--- src/rtl/bird_motion.sv ---
`default_nettype none
// ============================================================================
//  Module   : bird_motion
//  Purpose  : Vertical motion of the bird. A periodic gravity tick lowers the
//             row index and a flap pulse raises it. The block also detects
//             death from hitting the ground or from a pipe crash.
//  Options  : CEILING_KILL_EN - when defined, a flap that would carry the
//             bird above the top row kills it instead of saturating.
//  Revision : 1.0 - initial release
// ============================================================================
module bird_motion #(
    parameter int ROWS        = 16,
    parameter int START_ROW   = 8,
    parameter int RISE_ROWS   = 2,
    parameter int TICK_CYCLES = 25000000
) (
    input  logic                    clk,
    input  logic                    reset,     // asynchronous, active low
    input  logic                    flap,
    input  logic                    crash,
    input  logic                    restart,
    output logic [$clog2(ROWS)-1:0] bird_y,
    output logic                    alive,
    output logic                    dead
);

    localparam int YW = $clog2(ROWS);
    localparam int DW = $clog2(TICK_CYCLES);

    // Lift is summed one bit wider than the row index so the top never wraps.
    localparam logic [YW:0]   c_TOP_W     = (YW+1)'(ROWS - 1);
    localparam logic [YW:0]   c_RISE_W    = (YW+1)'(RISE_ROWS);
    localparam logic [YW-1:0] c_TOP_Y     = YW'(ROWS - 1);
    localparam logic [YW-1:0] c_START_Y   = YW'(START_ROW);
    localparam logic [DW-1:0] c_TICK_LAST = DW'(TICK_CYCLES - 1);

    typedef enum logic [1:0] {
        S_IDLE = 2'd0,
        S_FLY  = 2'd1,
        S_DEAD = 2'd2
    } state_t;

    state_t          state_q, state_d;
    logic [YW-1:0]   y_q, y_d;
    logic [DW-1:0]   div_q, div_d;
    logic            alive_q, dead_q;

    logic            w_tick;
    logic [YW:0]     w_lift_sum;
    logic            w_lift_over;
    logic [YW-1:0]   w_lift_sat;
    logic [YW:0]     w_entry_sum;
    logic [YW-1:0]   w_entry_sat;

    // Gravity tick fires on the last count of the divider, only while flying.
    assign w_tick = (state_q == S_FLY) && (div_q == c_TICK_LAST);

    // Flap lift from the current row, saturated at the top row.
    assign w_lift_sum  = {1'b0, y_q} + c_RISE_W;
    assign w_lift_over = (w_lift_sum > c_TOP_W);
    assign w_lift_sat  = w_lift_over ? c_TOP_Y : w_lift_sum[YW-1:0];

    // The flap that starts a flight lifts from the start row.
    assign w_entry_sum = {1'b0, c_START_Y} + c_RISE_W;
    assign w_entry_sat = (w_entry_sum > c_TOP_W) ? c_TOP_Y : w_entry_sum[YW-1:0];

    // Next-state logic: crash beats flap, flap beats the gravity tick.
    always_comb begin
        state_d = state_q;
        y_d     = y_q;
        div_d   = '0;
        unique case (state_q)
            S_IDLE: begin
                y_d = c_START_Y;
                if (flap) begin
                    state_d = S_FLY;
                    y_d     = w_entry_sat;
                end
            end
            S_FLY: begin
                if (crash) begin
                    state_d = S_DEAD;
                end else if (flap) begin
`ifdef CEILING_KILL_EN
                    if (w_lift_over) begin
                        state_d = S_DEAD;
                        y_d     = c_TOP_Y;
                    end else begin
                        y_d = w_lift_sat;
                    end
`else
                    y_d = w_lift_sat;
`endif
                end else if (w_tick) begin
                    // Ground contact: die at row 0 rather than decrementing.
                    if (y_q == '0) begin
                        state_d = S_DEAD;
                    end else begin
                        y_d = y_q - YW'(1);
                    end
                end else begin
                    div_d = div_q + DW'(1);
                end
            end
            S_DEAD: begin
                if (restart) begin
                    state_d = S_IDLE;
                    y_d     = c_START_Y;
                end
            end
            default: begin
                state_d = S_IDLE;
                y_d     = c_START_Y;
            end
        endcase
    end

    // State, row, divider and decoded status flags are all registered.
    always_ff @(posedge clk or negedge reset) begin
        if (!reset) begin
            state_q <= S_IDLE;
            y_q     <= c_START_Y;
            div_q   <= '0;
            alive_q <= 1'b0;
            dead_q  <= 1'b0;
        end else begin
            state_q <= state_d;
            y_q     <= y_d;
            div_q   <= div_d;
            alive_q <= (state_d == S_FLY);
            dead_q  <= (state_d == S_DEAD);
        end
    end

    assign bird_y = y_q;
    assign alive  = alive_q;
    assign dead   = dead_q;

endmodule
`default_nettype wire
--- config.mk ---
export PLATFORM = sky130hd
export DESIGN_NAME = bird_motion
export DESIGN_NICKNAME = d
export VERILOG_FILES = /design/src/rtl/bird_motion.sv
export SDC_FILE = /design/constraint.sdc
export NUM_CORES = 1
export LEC_CHECK = 0
export BUFFER_PORTS_ARGS = -buffer_cell sky130_fd_sc_hd__clkbuf_2
export CELL_PAD_IN_SITES_DETAIL_PLACEMENT = 1
export CELL_PAD_IN_SITES_GLOBAL_PLACEMENT = 1
export CORE_MARGIN = 2
export CORE_UTILIZATION = 49
export CTS_BUF_LIST = sky130_fd_sc_hd__clkbuf_2 sky130_fd_sc_hd__clkbuf_4 sky130_fd_sc_hd__clkbuf_8
export CTS_CLUSTER_DIAMETER = 150
export DETAILED_ROUTE_END_ITERATION = 6
export PLACE_DENSITY_LB_ADDON = 0.1
export SLEW_MARGIN = 20
export SYNTH_ARGS = -nofsm -noshare
export SYNTH_HDL_FRONTEND = slang
export SYNTH_SLANG_ARGS = --single-unit
export TNS_END_PERCENT = 1
--- constraint.sdc ---
create_clock -name clk -period 2.3 [get_ports clk]
set_input_delay 0.46 -clock clk [delete_from_list [all_inputs] [get_ports clk]]
set_output_delay 0.46 -clock clk [all_outputs]
set_load 0.02 [all_outputs]
==> impl_metrics.py <==
metrics = {
    "run_status": {
        "status": "completed",
    },
    "clocking": {
        "ctsResizeCount": 0,
        "cts_sinks": 33,
        "h-tree-depth": 2,
        "cts_tree": "done",
        "clkTransAtPathRegs_ns": 0.06,
        "cts_made_buffers": 5,
        "cts_hold_buf": 0,
        "cts_setup_buffers": 0,
        "cts-root-buf": "clkbuf_8",
        "clkLatencyLatePin_ns": 0.28,
        "clk_path_buf_depth": 2,
    },
    "drt": {
        "remaining_drc_errors": 0,
        "vias": 1438,
        "routed_wl_um": 4160,
        "drt_first_iter_violations": 54,
        "postRouteAntennaNets": 0,
        "routed_via_density": 5.66,
        "dr.pass1.iters": 4,
        "wire_per_inst_um": 16.4,
    },
    "setup_path": {
        "worstReg2RegEnd": "bird_y[1]$_DFFE_PN0P_",
        "path_max_fanout": 7,
        "worst_r2r_path_depth": 6,
        "cp_cell_sequence": "inv_1 > ha_1 > or4b_1 > o21ai_0 > a21oi_2 > mux2_2",
        "slowest_stage": "or4b_1",
        "cp-start-kind": "flip-flop",
        "cp-end-kind": "flip-flop",
        "r2r_setup_slack_ns": 0.23,
        "r2r_start": "bird_y[1]$_DFFE_PN0P_",
        "criticalPathCategory": "flip-flop to flip-flop",
        "critPathBufInv": 1,
        "worst_path_dominant_cell_family": "simple AND/OR/NAND/NOR gates",
        "critPathCapture": "bird_y[1]$_DFFE_PN0P_",
        "critPathRequiredTime_ns": 2.47,
        "critPathMaxStageDelay_ns": 0.48,
        "startpoint": "bird_y[1]$_DFFE_PN0P_",
        "cp_data_arrival_time_ns": 2.24,
        "crit_cells": 6,
    },
    "power": {
        "vdd_drop_max_mv": 0.424,
        "p_total_mw": 1.60,
        "p_per_area_nw_per_um2": 783,
        "p_leak_nw": 0.838,
    },
    "grt": {
        "overflow": 0,
        "grt_max_degree": 34,
        "met3_usage": 0.0565,
        "gr-usage-met2": 0.384,
        "grt_use_total": 0.225,
        "antenna_found_initial": 0,
        "grt_pass1_wl_um": 7130,
        "met1_usage": 0.275,
        "top_usage_layer": "met2",
        "grt_pass1_vias": 1529,
    },
    "timing": {
        "slew_headroom": 0.455,
        "setup_tns_ns": 0,
        "finalSetupViolCount": 0,
        "hold_viol": 0,
        "period_share": 0.900,
        "hold_slack_ns": 0.262,
        "finalClockSkew_ns": 0.00416,
        "worst_slew_pin_slew_ns": 0.818,
        "slew_violations": 0,
        "fmax_mhz": 483,
        "rsz0062_at_grt": "no",
        "finalCriticalPeriod_ns": 2.07,
    },
    "layout": {
        "instances_no_fill": 254,
        "area_growth_pct": 11.2,
        "fin_nets": 218,
        "layout-drive-gt1-share": 0.141,
        "post-route-util": 0.562,
        "fill_cells": 440,
        "antenna_cells": 0,
    },
    "yosys": {
        "yosys.cell_count.top_type": "dfrtp_1",
        "synth_area_leaders": "dfrtp_1 (44%), xnor2_1 (8.1%), nor2_1 (6.1%)",
        "syn_inst": 188,
        "ys_seq_elements": 33,
        "ys_top_cells_by_count": "dfrtp_1 (32), nor2_1 (30), nand2_1 (17), xnor2_1 (17), nor3_1 (9)",
        "ys_seq_area_frac": 0.451,
        "synth_cell_types": 40,
        "synth_top_area_cell": "dfrtp_1",
        "avgSynthCellArea_um2": 9.76,
        "yosysWarningCount": 0,
        "synth_edf_count": 0,
        "synth_top_area_frac": 0.436,
        "syn_area_um2": 1840,
        "synthArstFlopShare": 1.00,
        "ys.flop_type": "dfrtp_1",
        "syn_nets": 201,
    },
    "place": {
        "numPortBuffers": 10,
        "hpwl_um": 3080,
        "gp_routability_congestion": 0.847,
        "place_inst": 246,
    },
    "floorplan": {
        "core-area_um2": 3630,
        "initial_core_util": 0.505,
        "die_x_um": 65.2,
        "die_area_um2": 4250,
        "io_pins": 11,
        "num_rows": 22,
        "die_height_um": 65.2,
    },
    "hold_path": {
        "hold_path.class": "primary input to asynchronous set/reset pin",
    },
    "job": {
        "maxCapViolCount": 0,
    },
}
==> layout by cell type, fill, tap and decap left out, types with 2 or more instances in the layout <==
| master | netlist | final |
|---|---|---|
| xor2_1 | 8 | 8 |
| buf_4 | 0 | 3 |
| o31a_1 | 2 | 2 |
| o32ai_1 | 2 | 2 |
| nor3b_1 | 2 | 2 |
| and4_4 | 2 | 2 |
| nand2_1 | 17 | 17 |
| and3_1 | 6 | 6 |
| nor3_1 | 9 | 9 |
| dfrtp_1 | 32 | 32 |
| clkinv_2 | 0 | 2 |
| nand3_1 | 8 | 8 |
| inv_1 | 8 | 8 |
| clkbuf_8 | 0 | 5 |
| nor2b_1 | 2 | 2 |
| a21oi_1 | 3 | 3 |
| nand2b_1 | 2 | 2 |
| nor2_1 | 30 | 30 |
| nor4_1 | 2 | 2 |
| and4_1 | 3 | 3 |
| clkbuf_2 | 0 | 10 |
| nand4_1 | 4 | 4 |
| ha_1 | 8 | 8 |
| xnor2_1 | 17 | 17 |
==> state kept, by name (all words and copies together) (netlist names) <==
register	cells
div_q	25
bird_y	4
alive	1
dead	1
state_q	2
==> how the worst min path moves through the flow <==
stage,startpoint,end,depth (start not counted)
finish,reset,bird_y[0]$_DFFE_PN0P_,1
global route,reset,alive$_DFF_PN0_,1
CTS,reset,div_q[18]$_DFF_PN0_,1
detailed placement,div_q[0]$_DFF_PN0_,div_q[0]$_DFF_PN0_,1
global placement,div_q[0]$_DFF_PN0_,div_q[0]$_DFF_PN0_,1
floorplan,reset,alive$_DFF_PN0_,0
==> layer usage <==
layer	up-vias	share of wire
met4	0	0.013
met2	17	0.51
met5	-	0
li1	689	-
met3	5	0.024
met1	727	0.46
==> area by class of cell <==
class,count,area (um2),share of cell area
well taps,48,60.1,0.0294
repair buffers,13,72.6,0.0356
clock buffers,6,76.3,0.0374
flip-flops and latches,33,827,0.405
clock inverters,2,10.0,0.00490
multi-input cells,144,965,0.473
inverters,8,30.0,0.0147
==> through the flow <==
step	instance area (um2)	setup slack, ns
floorplan	1840	0.327
global placement	1950	0.316
detailed placement	1950	0.234
CTS	2040	0.212
global route	2040	0.0826
finish	2040	0.230
==> power breakdown <==
| group | leakage [nW] | internal [mW] | switching (mW) | total [mW] |
|---|---|---|---|---|
| combinational | 0.340 | 0.182 | 0.282 | 0.464 |
| sequential | 0.450 | 0.637 | 0.0686 | 0.706 |
| clock | 0.0484 | 0.221 | 0.206 | 0.427 |
==> cells by family (layout without fill, tap and decap cells) <==
family	Yosys count	after routing	synth area share
and+or+nand+nor	92	92	0.263
DFF	33	33	0.451
xor gates and xnor gates	25	25	0.119
AOI/OAI and AO/OA	17	17	0.0770
buffers and inverters	11	29	0.0239
adders and majority gates	8	8	0.0545
muxes	2	2	0.0116
Note: power is estimated with default switching activity, not from simulation.
